--- src/rtl/id_control_unit.sv ---
// Decode-stage control and hazard sequencer for a 5-stage RV32I pipeline.
// Holds the ID/EX control word, detects load-use hazards and tracks illegal opcodes.
module id_control_unit #(
   parameter int ALUC_W   = 3,
   parameter int ILLCNT_W = 8
) (
   input  logic                clk,
   input  logic                reset,
   input  logic [31:0]         InstrD,
   input  logic                PCSrcE,
   output logic [1:0]          ImmSrcD,
   output logic                IllegalD,
   output logic                StallF,
   output logic                StallD,
   output logic                FlushD,
   output logic                FlushE,
   output logic                RegWriteE,
   output logic [1:0]          ResultSrcE,
   output logic                MemWriteE,
   output logic                JumpE,
   output logic                BranchE,
   output logic                ALUSrcE,
   output logic [ALUC_W-1:0]   ALUControlE,
   output logic [4:0]          Rs1E,
   output logic [4:0]          Rs2E,
   output logic [4:0]          RdE,
   output logic                IllegalSeen,
   output logic [ILLCNT_W-1:0] IllegalCnt
);

   localparam logic [6:0] OP_LW  = 7'b0000011;
   localparam logic [6:0] OP_SW  = 7'b0100011;
   localparam logic [6:0] OP_R   = 7'b0110011;
   localparam logic [6:0] OP_I   = 7'b0010011;
   localparam logic [6:0] OP_B   = 7'b1100011;
   localparam logic [6:0] OP_JAL = 7'b1101111;

   localparam logic [ALUC_W-1:0] ALU_ADD = ALUC_W'(3'b000);
   localparam logic [ALUC_W-1:0] ALU_SUB = ALUC_W'(3'b001);
   localparam logic [ALUC_W-1:0] ALU_AND = ALUC_W'(3'b010);
   localparam logic [ALUC_W-1:0] ALU_OR  = ALUC_W'(3'b011);
   localparam logic [ALUC_W-1:0] ALU_SLT = ALUC_W'(3'b101);

   localparam logic [ILLCNT_W-1:0] CNT_MAX = {ILLCNT_W{1'b1}};

   logic [6:0]        op_s;
   logic [2:0]        f3_s;
   logic              f7b5_s;
   logic [4:0]        rs1_s;
   logic [4:0]        rs2_s;
   logic [4:0]        rd_s;
   logic [ALUC_W-1:0] alu_f3_s;
   logic              f3_ok_s;
   logic              regwrite_s;
   logic [1:0]        resultsrc_s;
   logic              memwrite_s;
   logic              jump_s;
   logic              branch_s;
   logic              alusrc_s;
   logic [ALUC_W-1:0] aluctl_s;
   logic [1:0]        immsrc_s;
   logic              illegal_s;
   logic              use_rs1_s;
   logic              use_rs2_s;
   logic              lwstall_s;
   logic              flushe_s;
   logic              unused_s;

   assign op_s     = InstrD[6:0];
   assign f3_s     = InstrD[14:12];
   assign f7b5_s   = InstrD[30];
   assign rs1_s    = InstrD[19:15];
   assign rs2_s    = InstrD[24:20];
   assign rd_s     = InstrD[11:7];
   assign unused_s = ^{InstrD[31], InstrD[29:25]};

   // Shared ALU operation selected by funct3 for R and I formats
   always_comb begin
      alu_f3_s = ALU_ADD;
      f3_ok_s  = 1'b1;
      case (f3_s)
         3'b000:  alu_f3_s = ALU_ADD;
         3'b010:  alu_f3_s = ALU_SLT;
         3'b110:  alu_f3_s = ALU_OR;
         3'b111:  alu_f3_s = ALU_AND;
         default: f3_ok_s  = 1'b0;
      endcase
   end

   // Main decoder: unsupported encodings leave every control bit at zero
   always_comb begin
      regwrite_s  = 1'b0;
      resultsrc_s = 2'b00;
      memwrite_s  = 1'b0;
      jump_s      = 1'b0;
      branch_s    = 1'b0;
      alusrc_s    = 1'b0;
      aluctl_s    = ALU_ADD;
      immsrc_s    = 2'b00;
      illegal_s   = 1'b0;
      use_rs1_s   = 1'b0;
      use_rs2_s   = 1'b0;
      case (op_s)
         OP_LW: begin
            regwrite_s  = 1'b1;
            resultsrc_s = 2'b01;
            alusrc_s    = 1'b1;
            use_rs1_s   = 1'b1;
         end
         OP_SW: begin
            memwrite_s = 1'b1;
            alusrc_s   = 1'b1;
            immsrc_s   = 2'b01;
            use_rs1_s  = 1'b1;
            use_rs2_s  = 1'b1;
         end
         OP_R: begin
            if (f3_ok_s) begin
               regwrite_s = 1'b1;
               use_rs1_s  = 1'b1;
               use_rs2_s  = 1'b1;
               if ((f3_s == 3'b000) && f7b5_s) begin
                  aluctl_s = ALU_SUB;
               end else begin
                  aluctl_s = alu_f3_s;
               end
            end else begin
               illegal_s = 1'b1;
            end
         end
         OP_I: begin
            if (f3_ok_s) begin
               regwrite_s = 1'b1;
               alusrc_s   = 1'b1;
               aluctl_s   = alu_f3_s;
               use_rs1_s  = 1'b1;
            end else begin
               illegal_s = 1'b1;
            end
         end
         OP_B: begin
            if (f3_s == 3'b000) begin
               branch_s  = 1'b1;
               immsrc_s  = 2'b10;
               aluctl_s  = ALU_SUB;
               use_rs1_s = 1'b1;
               use_rs2_s = 1'b1;
            end else begin
               illegal_s = 1'b1;
            end
         end
         OP_JAL: begin
            regwrite_s  = 1'b1;
            jump_s      = 1'b1;
            resultsrc_s = 2'b10;
            immsrc_s    = 2'b11;
         end
         default: illegal_s = 1'b1;
      endcase
   end

   // A load in E whose destination is read by D must wait one cycle
   assign lwstall_s = (ResultSrcE == 2'b01) && (RdE != 5'd0) &&
                      ((use_rs1_s && (rs1_s == RdE)) || (use_rs2_s && (rs2_s == RdE)));
   assign flushe_s  = lwstall_s | PCSrcE;

   assign ImmSrcD  = immsrc_s;
   assign IllegalD = illegal_s;
   assign StallF   = lwstall_s;
   assign StallD   = lwstall_s;
   assign FlushD   = PCSrcE;
   assign FlushE   = flushe_s;

   // ID/EX control register: flushes and illegal instructions become bubbles
   always_ff @(posedge clk) begin
      if (reset || flushe_s || illegal_s) begin
         RegWriteE   <= 1'b0;
         ResultSrcE  <= 2'b00;
         MemWriteE   <= 1'b0;
         JumpE       <= 1'b0;
         BranchE     <= 1'b0;
         ALUSrcE     <= 1'b0;
         ALUControlE <= ALU_ADD;
         Rs1E        <= 5'd0;
         Rs2E        <= 5'd0;
         RdE         <= 5'd0;
      end else begin
         RegWriteE   <= regwrite_s;
         ResultSrcE  <= resultsrc_s;
         MemWriteE   <= memwrite_s;
         JumpE       <= jump_s;
         BranchE     <= branch_s;
         ALUSrcE     <= alusrc_s;
         ALUControlE <= aluctl_s;
         Rs1E        <= rs1_s;
         Rs2E        <= rs2_s;
         RdE         <= rd_s;
      end
   end

   // Illegal tracking: counts only when the instruction actually leaves D
   always_ff @(posedge clk) begin
      if (reset) begin
         IllegalSeen <= 1'b0;
         IllegalCnt  <= {ILLCNT_W{1'b0}};
      end else if (illegal_s && !flushe_s) begin
         IllegalSeen <= 1'b1;
         if (IllegalCnt != CNT_MAX) begin
            IllegalCnt <= IllegalCnt + ILLCNT_W'(1);
         end else begin
            IllegalCnt <= IllegalCnt;
         end
      end else begin
         IllegalSeen <= IllegalSeen;
         IllegalCnt  <= IllegalCnt;
      end
   end

endmodule
--- config.mk ---
export PLATFORM = sky130hd
export DESIGN_NAME = id_control_unit
export DESIGN_NICKNAME = d
export VERILOG_FILES = /design/src/rtl/id_control_unit.sv
export SDC_FILE = /design/constraint.sdc
export NUM_CORES = 1
export LEC_CHECK = 0
export ABC_AREA = 1
export CORE_ASPECT_RATIO = 0.6
export CORE_UTILIZATION = 30
export DETAILED_ROUTE_END_ITERATION = 7
export GPL_TIMING_DRIVEN = 0
export SLEW_MARGIN = 20
export SYNTH_ARGS = -nofsm -noshare
export SYNTH_HDL_FRONTEND = slang
export SYNTH_SLANG_ARGS = --single-unit
--- constraint.sdc ---
create_clock -name clk -period 4 [get_ports clk]
set_input_delay 0.4 -clock clk [delete_from_list [all_inputs] [get_ports clk]]
set_output_delay 0.4 -clock clk [all_outputs]
set_load 0.005 [all_outputs]
==> results.sh, run 1 <==
export IMPL_hold_violations=0
export IMPL_crit_chain="clkdlybuf4s50_1 > nand2_1 > inv_1 > nand4_1 > nor2_1 > nor2_2 > nor2_4 > nand2_4 > inv_4 > buf_4 > clkdlybuf4s50_1"
export IMPL_finalCritPeriodShare=0.727
export IMPL_regArea_um2=661
export IMPL_yosysSeqAreaShare=0.384
export IMPL_multi_input_area_um2=838
export IMPL_postCtsHoldBufs=0
export IMPL_dieArea_um2=6050
export IMPL_synthCells=228
export IMPL_slew_headroom=0.786
export IMPL_synth_cell_type_count=31
export IMPL_critPathKind="in2out"
export IMPL_rr_endpoint="IllegalCnt[4]"
export IMPL_die_h_um=60.6
export IMPL_worstPathRequired_ns=3.60
export IMPL_muxShareOfSynthArea=0
export IMPL_ant_nets=0
export IMPL_cts_resized=0
export IMPL_start_kind="input port"
export IMPL_fin_tns_setup_ns=0
export IMPL_fillerInstances=513
export IMPL_synth_seq_cells=33
export IMPL_antenna_found_initial=0
export IMPL_cts_root_buf="clkbuf_8"
export IMPL_cts_inserted_buffers=5
export IMPL_wl_per_cell_um=11.1
export IMPL_initial_core_util=0.326
export IMPL_synthesis_area_um2=1720
export IMPL_rsz0062_at_grt="false"
export IMPL_r2r_start="IllegalCnt[1]"
export IMPL_area_delta_synth_final_pct=50.6
export IMPL_clk_pin_slew_ns=0.07
export IMPL_synth_xor_area_share=0.0357
export IMPL_cts_tree="done"
export IMPL_grt_util_all_layers=0.157
export IMPL_ios=76
export IMPL_p_leak_uw=0.00115
export IMPL_diodes=0
export IMPL_reg2regPathDepth=10
export IMPL_io_buffer_count=69
export IMPL_first_global_vias=1484
export IMPL_final_cell_mix="69 x clkdlybuf4s50_1, 42 x nand2_1, 42 x inv_1, 33 x dfxtp_1, 26 x nor2_1"
export IMPL_worst_path_buf_inv=5
export IMPL_synth_top_family_by_area="simple AND/OR/NAND/NOR gates"
export IMPL_dr_pass1_iters=4
export IMPL_hold_class="reg2reg"
export IMPL_crit_top_cell="clkdlybuf4s50_1"
export IMPL_period_needed_ns=2.91
export IMPL_dpl_hpwl_um=3490
export IMPL_synthTopCellsByArea="dfxtp_1 38%, inv_1 9.2%, nand2_1 9.2%, nor2_2 7.6%, nor2_1 5.7%"
export IMPL_grt_ovfl_total=0
export IMPL_setup_viol=0
export IMPL_die_x_um=99.7
export IMPL_holdPathStages=2
export IMPL_rows=20
export IMPL_synth_compound_area_frac=0.0386
export IMPL_worst_pin_slew_ns=0.320
export IMPL_drt_initial_drc_count=64
export IMPL_regToRegSetupSlack_ns=2.31
export IMPL_coreArea_um2=5280
export IMPL_synth_simple_gate_area_frac=0.406
export IMPL_fin_util=0.490
export IMPL_drive_gt1_frac=0.177
export IMPL_final_nets=340
export IMPL_power_density_nw_per_um2=259
export IMPL_vias_per_cell=4.05
export IMPL_cts_htree_levels=2
export IMPL_insertion_delay_ns=0.28
export IMPL_finClkSkew_ns=0.00440
export IMPL_synth_nets=264
export IMPL_cp_max_fo=7
export IMPL_gp_routability_congestion=0.836
export IMPL_syn_area_per_cell_um2=7.54
export IMPL_end_kind="output pin"
export IMPL_yosys_area_top_type="dfxtp_1"
export IMPL_hp_start="IllegalSeen"
export IMPL_grt_max_degree=11
export IMPL_yosysTopAreaCellShare=0.384
export IMPL_maxSlewViolCount=0
export IMPL_routed_wl_um=4260
export IMPL_status="finished, final reports clean"
export IMPL_vias=1546
export IMPL_max_stage_delay_ns=0.49
export IMPL_grt_pass1_wl_um=7200
export IMPL_ir_drop_mv=0.103
export IMPL_worst_ep_arrival_time_ns=2.51
export IMPL_synthAdderAreaFrac=0.00728
export IMPL_clock_path_buffers=2
export IMPL_yosys_warnings=0
export IMPL_final_area_um2=2590
export IMPL_slowest_stage="clkdlybuf4s50_1"
export IMPL_max_freq_mhz=344
export IMPL_layout_commonest_cell="clkdlybuf4s50_1"
export IMPL_cts_sinks=33
export IMPL_dpl_cell_area_um2=2510
export IMPL_worst_hold_path_endpoint="IllegalSeen"
export IMPL_cp_top_family="buffers and inverters"
export IMPL_max_cap_violations=0
export IMPL_postCtsSetupBuffers=0
export IMPL_drcViolationCount=0
-- routing by layer --
metal | GRT usage | up-vias | share of wire
li1 | - | 840 | -
met1 | 0.246 | 661 | 0.59
met2 | 0.203 | 41 | 0.35
met3 | 0.0438 | 4 | 0.058
met4 | 0.0378 | 0 | 0.0077
met5 | 0 | - | 0
-- worst register-to-register path: stages, from the launching register on --
cell and delay [ns]:
dfxtp_1 0.38, ha_1 0.19, nand2_1 0.09, nor3_1 0.24
nand3_1 0.24, inv_1 0.13, nor3_1 0.05, nand4_1 0.12
nand2_1 0.06, nand2_1 0.05, nor2_1 0.04
-- through the flow --
stage / setup WS, ns / cells / total power [uW] / hold slack, ns
finish: 1.09 / 382 / 671 / 0.450
floorplan: 2.27 / 228 / 383 / 0.441
global placement: 1.10 / 374 / 435 / 0.441
global route: 0.918 / 382 / 705 / 0.464
CTS: 1.07 / 382 / 680 / 0.452
detailed placement: 1.07 / 374 / 436 / 0.443
-- how the worst max path moves through the flow --
stage          depth (start not counted)     end  startpoint  slack, ns
2_1_floorplan                          9  StallF   InstrD[0]       2.27
3_3_place_gp                          11  StallF   InstrD[0]       1.10
3_5_place_dp                          11  StallF   InstrD[0]       1.07
4_1_cts                               11  StallF   InstrD[0]       1.07
5_1_grt                               11  StallF   InstrD[0]       0.92
6_report                              11  StallF   InstrD[0]       1.09
-- where the power goes --
group          leakage, uW  internal [uW]  switching (uW)
registers         0.000267            333            3.80
clock network    0.0000450            121             122
logic             0.000841           49.8            41.4
-- cells by family after synthesis --
family	after synthesis
buf+inv	50
fa+ha+maj	1
flops	33
compound gates	11
xor+xnor	7
simple gates	126
-- cell usage after synthesis (all sizes together) --
cell type / number
or2: 3
o21bai: 2
xor2: 4
nand3b: 1
a21oi: 7
o21a: 1
ha: 1
nand2: 47
inv: 45
xnor2: 3
buf: 5
nand4: 10
nand3: 10
dfxtp: 33
o21ai: 1
nor2: 51
nor3: 4
-- registers in the layout, indices dropped and copies added, names as in the netlist --
name and count:
ALUControlE 3, ALUSrcE 1, BranchE 1, IllegalCnt 8, IllegalSeen 1, MemWriteE 1, RdE 5, RegWriteE 1
ResultSrcE 2, Rs1E 5, Rs2E 5
-- layout make-up --
| cell class | instances | area share |
|---|---|---|
| Multi-Input combinational cell | 145 | 0.324 |
| Timing Repair Buffer | 69 | 0.267 |
| Sequential cell | 33 | 0.255 |
| Inverter | 45 | 0.0662 |
| Tap cell | 77 | 0.0372 |
| Clock buffer | 6 | 0.0280 |
| Buffer | 5 | 0.0188 |
| Clock inverter | 2 | 0.00387 |
No activity file was read; power rests on OpenSTA's default activity.
==> inputs of run 2 (changes only) <==
==> constraint.sdc (replaced) <==
create_clock -name clk -period 2.55 [get_ports clk]
set_input_delay 0.255 -clock clk [delete_from_list [all_inputs] [get_ports clk]]
set_output_delay 0.255 -clock clk [all_outputs]
set_load 0.005 [all_outputs]
==> run 2 against run 1 <==
  * Flip-flop and latch count stayed put
  * Register-to-register slack worse by 1.5 ns
  * First-iteration DRC count is 14% lower
  * Sequential power is 57% higher
  * Worst setup slack worse by 0.95 ns
  * Cell area is 2.9% higher
  * Clock skew hardly changed
  * Wire length is 2.1% higher
  * Via count is 1.1% higher
  * Non-clock buffer count is 4 higher
  * Die area stayed put
  * Highest routed layer unchanged
  * Largest cell class unchanged
  * Sequential share of layout area is 0.72 points lower
==> results.sh, run 2 (synthesis results as in run 1) <==
export IMPL_status="finished, final reports clean"
export IMPL_drcViolationCount=0
export IMPL_hold_class="in2reg"
export IMPL_drt_initial_drc_count=55
export IMPL_startpoint="InstrD[0]"
export IMPL_worstPathRequired_ns=2.30
export IMPL_slowest_stage="clkdlybuf4s50_1"
export IMPL_largest_register_ffs=8
export IMPL_end_kind="output pin"
export IMPL_die_x_um=99.7
export IMPL_insertion_delay_ns=0.28
export IMPL_p_switching_uw=267
export IMPL_power_density_nw_per_um2=397
export IMPL_cp_max_fo=3
export IMPL_cts_tree="done"
export IMPL_pwr_share_seq=0.499
export IMPL_clock_path_buffers=2
export IMPL_layout_commonest_cell="clkdlybuf4s50_1"
export IMPL_switching_share=0.253
export IMPL_cts_sinks=33
export IMPL_maxSlewViolCount=0
export IMPL_hold_violations=0
export IMPL_final_nets=344
export IMPL_crit_chain="clkdlybuf4s50_1 > nand2_2 > inv_2 > nand4_1 > nor2_2 > nor2_2 > nor2_4 > nand2_4 > inv_6 > buf_4 > clkdlybuf4s50_1"
export IMPL_final_cell_mix="65 x clkdlybuf4s50_1, 40 x inv_1, 39 x nand2_1, 33 x dfxtp_1, 24 x nor2_1"
export IMPL_drive_gt1_frac=0.210
export IMPL_die_h_um=60.6
export IMPL_ios=76
export IMPL_gp_routability_congestion=0.836
export IMPL_regMostFlops="IllegalCnt"
export IMPL_period_needed_ns=2.40
export IMPL_finalCritPeriodShare=0.943
export IMPL_io_buffer_count=69
export IMPL_r2r_start="IllegalCnt[0]"
export IMPL_routed_wl_um=4350
export IMPL_max_stage_delay_ns=0.49
export IMPL_start_kind="input port"
export IMPL_grt_pass1_wl_um=7280
export IMPL_grt_max_degree=11
export IMPL_cts_root_buf="clkbuf_8"
export IMPL_setup_viol=0
export IMPL_postCtsHoldBufs=0
export IMPL_dieArea_um2=6050
export IMPL_grt_util_all_layers=0.159
export IMPL_slew_headroom=0.818
export IMPL_hp_start="InstrD[5]"
export IMPL_ant_nets=0
export IMPL_max_freq_mhz=416
export IMPL_dr_pass1_iters=4
export IMPL_ir_drop_mv=0.162
export IMPL_cts_htree_levels=2
export IMPL_first_global_vias=1500
export IMPL_rsz0062_at_grt="false"
export IMPL_max_cap_violations=0
export IMPL_use_met3=0.0415
export IMPL_layout_setup_ws_ns=0.145
export IMPL_area_delta_synth_final_pct=54.9
export IMPL_critPathKind="in2out"
export IMPL_coreArea_um2=5280
export IMPL_vias_per_cell=4.05
export IMPL_grt_busiest_layer="met1"
export IMPL_p_int_uw=790
export IMPL_worst_ep_arrival_time_ns=2.15
export IMPL_p_comb_frac=0.140
export IMPL_rows=20
export IMPL_p_leak_uw=0.00121
export IMPL_diodes=0
export IMPL_vias=1563
export IMPL_dpl_hpwl_um=3490
export IMPL_place_inst=374
export IMPL_finClkSkew_ns=0.00430
export IMPL_clockPowerShare=0.361
export IMPL_initial_core_util=0.326
export IMPL_final_cells=386
export IMPL_cts_inserted_buffers=5
export IMPL_globalRouteMet2Util=0.211
export IMPL_clk_pin_slew_ns=0.07
export IMPL_place_ws_ns=-0.0867
export IMPL_use_met1=0.249
export IMPL_wl_per_cell_um=11.3
export IMPL_grt_ovfl_total=0
export IMPL_antenna_found_initial=0
export IMPL_worst_pin_slew_ns=0.271
-- run 2: cell types whose count changed in the layout (fill, tap and decap cells not counted), sizes merged --
cell,previous run,this run
dlymetal6s2s,0,4
clkdlybuf4s50,69,65
buf,5,9
-- run 2: critical path: cells and delay by family --
kind | cells | cell delay (ns)
buffers and inverters | 5 | 1.21
and+or+nand+nor | 6 | 0.69
-- run 2: what timing repair did --
action | CTS | global route
gates resized for setup | 2 | 13
endpoints found under the hold margin | 0 | 0
setup buffers | 1 | 3
pin swaps | 1 | 5
setup endpoints to repair | 2 | 3
-- run 2: per-stage QoR --
step / hold slack (ns) / cell area, um2 / utilization / total power [uW] / TNS (ns)
floorplan: 0.324 / 1720 / - / 601 / 0
global placement: 0.441 / 2510 / 0.475 / 682 / -0.115
detailed placement: 0.443 / 2510 / 0.475 / 683 / -0.170
CTS: 0.452 / 2600 / 0.493 / 1070 / 0
global route: 0.327 / 2660 / 0.505 / 1110 / 0
finish: 0.304 / 2660 / 0.505 / 1060 / 0
-- run 2: power groups by stage --
| stage | Sequential (uW) | Combinational, uW | Clock (uW) |
|---|---|---|---|
| 2_1_floorplan | 540 | 61.4 | 0 |
| 3_3_place_gp | 540 | 142 | 0 |
| 3_5_place_dp | 540 | 144 | 0 |
| 4_1_cts | 528 | 145 | 394 |
| 5_1_grt | 528 | 164 | 420 |
| 6_report | 528 | 148 | 382 |
-- run 2: worst paths after layout --
| check | endpoint | slack, ns | depth (start not counted) |
|---|---|---|---|
| max reg2reg | IllegalCnt[4] | 0.86 | 10 |
| min reg2reg | IllegalSeen | 0.45 | 2 |
| max | StallF | 0.15 | 11 |
| min | ResultSrcE[0] | 0.30 | 2 |
-- run 2: layer usage --
metal  vias to the layer above  wire length [um]  share of wire
met3                         4               212          0.049
met5                         -                 0              0
li1                        847                 -              -
met1                       676              2550           0.59
met4                         0                33         0.0076
met2                        36              1560           0.36
-- run 2: area by class of cell --
cell class,count,area (um2)
Inverter,45,174
Clock buffer,6,72.6
Clock inverter,2,10.0
Tap cell,77,96.3
Multi-Input combinational cell,145,871
Buffer,5,48.8
Sequential cell,33,661
Fill cell,511,2620
Timing Repair Buffer,73,731
==> inputs of run 3 (changes only) <==
--- a/config.mk
+++ b/config.mk
@@ -10,6 +10,7 @@
 export CORE_UTILIZATION = 30
 export DETAILED_ROUTE_END_ITERATION = 7
 export GPL_TIMING_DRIVEN = 0
+export PLACE_DENSITY = 0.74
 export SLEW_MARGIN = 20
 export SYNTH_ARGS = -nofsm -noshare
 export SYNTH_HDL_FRONTEND = slang
==> run 3 against run 2 <==
  * Largest cell class unchanged
  * Global-route usage is 1.2 points lower
  * Register-to-register slack better by 0.02 ns
  * Sequential power hardly changed
  * Maximum frequency is 2.7% lower
  * Flip-flop and latch count stayed put
==> results.sh, run 3 (synthesis results as in run 1) <==
export IMPL_clock_path_buffers=2
export IMPL_final_nets=345
export IMPL_drt_initial_drc_count=59
export IMPL_crit_chain="clkdlybuf4s50_1 > nand2_2 > inv_2 > nand4_1 > nor2_2 > nor2_2 > nor2_4 > nand2_4 > inv_6 > buf_4 > clkdlybuf4s50_1"
export IMPL_io_buffer_count=69
export IMPL_place_ws_ns=-0.0468
export IMPL_clk_pin_slew_ns=0.06
export IMPL_hold_class="in2reg"
export IMPL_place_inst=374
export IMPL_grt_util_all_layers=0.147
export IMPL_drive_gt1_frac=0.216
export IMPL_cts_sinks=33
export IMPL_cts_htree_levels=2
export IMPL_power_density_nw_per_um2=417
export IMPL_fillerInstances=504
export IMPL_coreArea_um2=5280
export IMPL_die_h_um=60.6
export IMPL_slew_headroom=0.831
export IMPL_insertion_delay_ns=0.29
export IMPL_rsz0062_at_grt="false"
export IMPL_first_global_vias=1414
export IMPL_max_freq_mhz=405
export IMPL_hold_slack_ns=0.364
export IMPL_period_needed_ns=2.47
export IMPL_gp_routability_congestion=0.917
export IMPL_final_cells=387
export IMPL_status="finished, final reports clean"
export IMPL_grt_ovfl_total=0
export IMPL_cts_inserted_buffers=5
export IMPL_setup_viol=0
export IMPL_finalCritPeriodShare=0.969
export IMPL_layout_commonest_cell="clkdlybuf4s50_1"
export IMPL_regMostFlops="IllegalCnt"
export IMPL_final_cell_mix="65 x clkdlybuf4s50_1, 40 x inv_1, 39 x nand2_1, 33 x dfxtp_1, 24 x nor2_1"
export IMPL_initial_core_util=0.326
export IMPL_critPathKind="in2out"
export IMPL_vias_per_cell=4.19
export IMPL_dpl_hpwl_um=3440
export IMPL_cts_tree="done"
export IMPL_max_cap_violations=0
export IMPL_postCtsHoldBufs=0
export IMPL_hold_violations=0
export IMPL_largest_register_ffs=8
export IMPL_cp_top_family="buffers and inverters"
export IMPL_maxSlewViolCount=0
export IMPL_worst_pin_slew_ns=0.253
export IMPL_worst_path_buf_inv=5
export IMPL_finClkSkew_ns=0.00847
export IMPL_diodes=0
export IMPL_vias=1621
export IMPL_end_kind="output pin"
export IMPL_worstPathRequired_ns=2.30
export IMPL_max_stage_delay_ns=0.49
export IMPL_drcViolationCount=0
export IMPL_area_delta_synth_final_pct=56.0
export IMPL_dieArea_um2=6050
export IMPL_routed_wl_um=4340
export IMPL_ios=76
export IMPL_ant_nets=0
export IMPL_wl_per_cell_um=11.2
export IMPL_die_x_um=99.7
export IMPL_dr_pass1_iters=4
export IMPL_antenna_found_initial=0
export IMPL_slowest_stage="clkdlybuf4s50_1"
export IMPL_ir_drop_mv=0.206
export IMPL_grt_pass1_wl_um=6620
export IMPL_cp_max_fo=3
export IMPL_start_kind="input port"
export IMPL_grt_max_degree=11
export IMPL_layout_setup_ws_ns=0.0791
export IMPL_p_leak_uw=0.00121
export IMPL_cts_root_buf="clkbuf_8"
export IMPL_worst_ep_arrival_time_ns=2.22
export IMPL_rows=20
run 3: timing repair:
action | in CTS | in global routing
hold endpoints to repair | 0 | 0
setup buffers | 0 | 5
gates resized for setup | 2 | 12
endpoints found under the setup margin | 2 | 3
pin swaps | 0 | 5
run 3: cell type report:
type                            count  area [um2]  area share
Buffer                              5        48.8      0.0182
Clock buffer                        7        96.3      0.0359
Clock inverter                      1        5.00     0.00187
Inverter                           45         174      0.0649
Multi-Input combinational cell    145         866       0.323
Sequential cell                    33         661       0.246
Tap cell                           77        96.3      0.0359
Timing Repair Buffer               74         734       0.274
run 3: metrics by stage:
| step | utilization | power, uW | instance area (um2) | setup TNS (ns) |
|---|---|---|---|---|
| after global routing | 0.508 | 1170 | 2680 | 0 |
| after detailed placement | 0.475 | 684 | 2510 | -0.0917 |
| after global placement | 0.475 | 681 | 2510 | -0.0199 |
| after floorplan | - | 601 | 1720 | 0 |
| after CTS | 0.494 | 1130 | 2610 | 0 |
| final | 0.508 | 1120 | 2680 | 0 |
run 3: tightest hold or removal path, delay by kind of cell:
kind                   cells  cell delay (ns)
buffers and inverters      1             0.17
AND/OR/NAND/NOR            2             0.18
run 3: power by group:
group          internal (uW)  leakage (uW)  total, uW  switching, uW
combinational           78.5      0.000888        147           68.8
clock                    244     0.0000542        444            200
sequential               522      0.000267        528           5.97
run 3: worst paths after layout:
kind / startpoint / end / slack, ns / cells past startpoint
setup / recovery: InstrD[0] / StallF / 0.08 / 11
hold / removal: InstrD[2] / ResultSrcE[1] / 0.36 / 3
setup reg to reg: IllegalCnt[0] / IllegalCnt[4] / 0.88 / 10
hold reg to reg: IllegalSeen / IllegalSeen / 0.45 / 2
run 3: layer usage:
layer | vias up | share of wire | GRT usage | routed length, um
li1 | 849 | - | - | -
met1 | 711 | 0.50 | 0.206 | 2190
met2 | 54 | 0.42 | 0.206 | 1820
met3 | 7 | 0.062 | 0.0449 | 271
met4 | 0 | 0.016 | 0.0651 | 68
met5 | - | 0 | 0 | 0
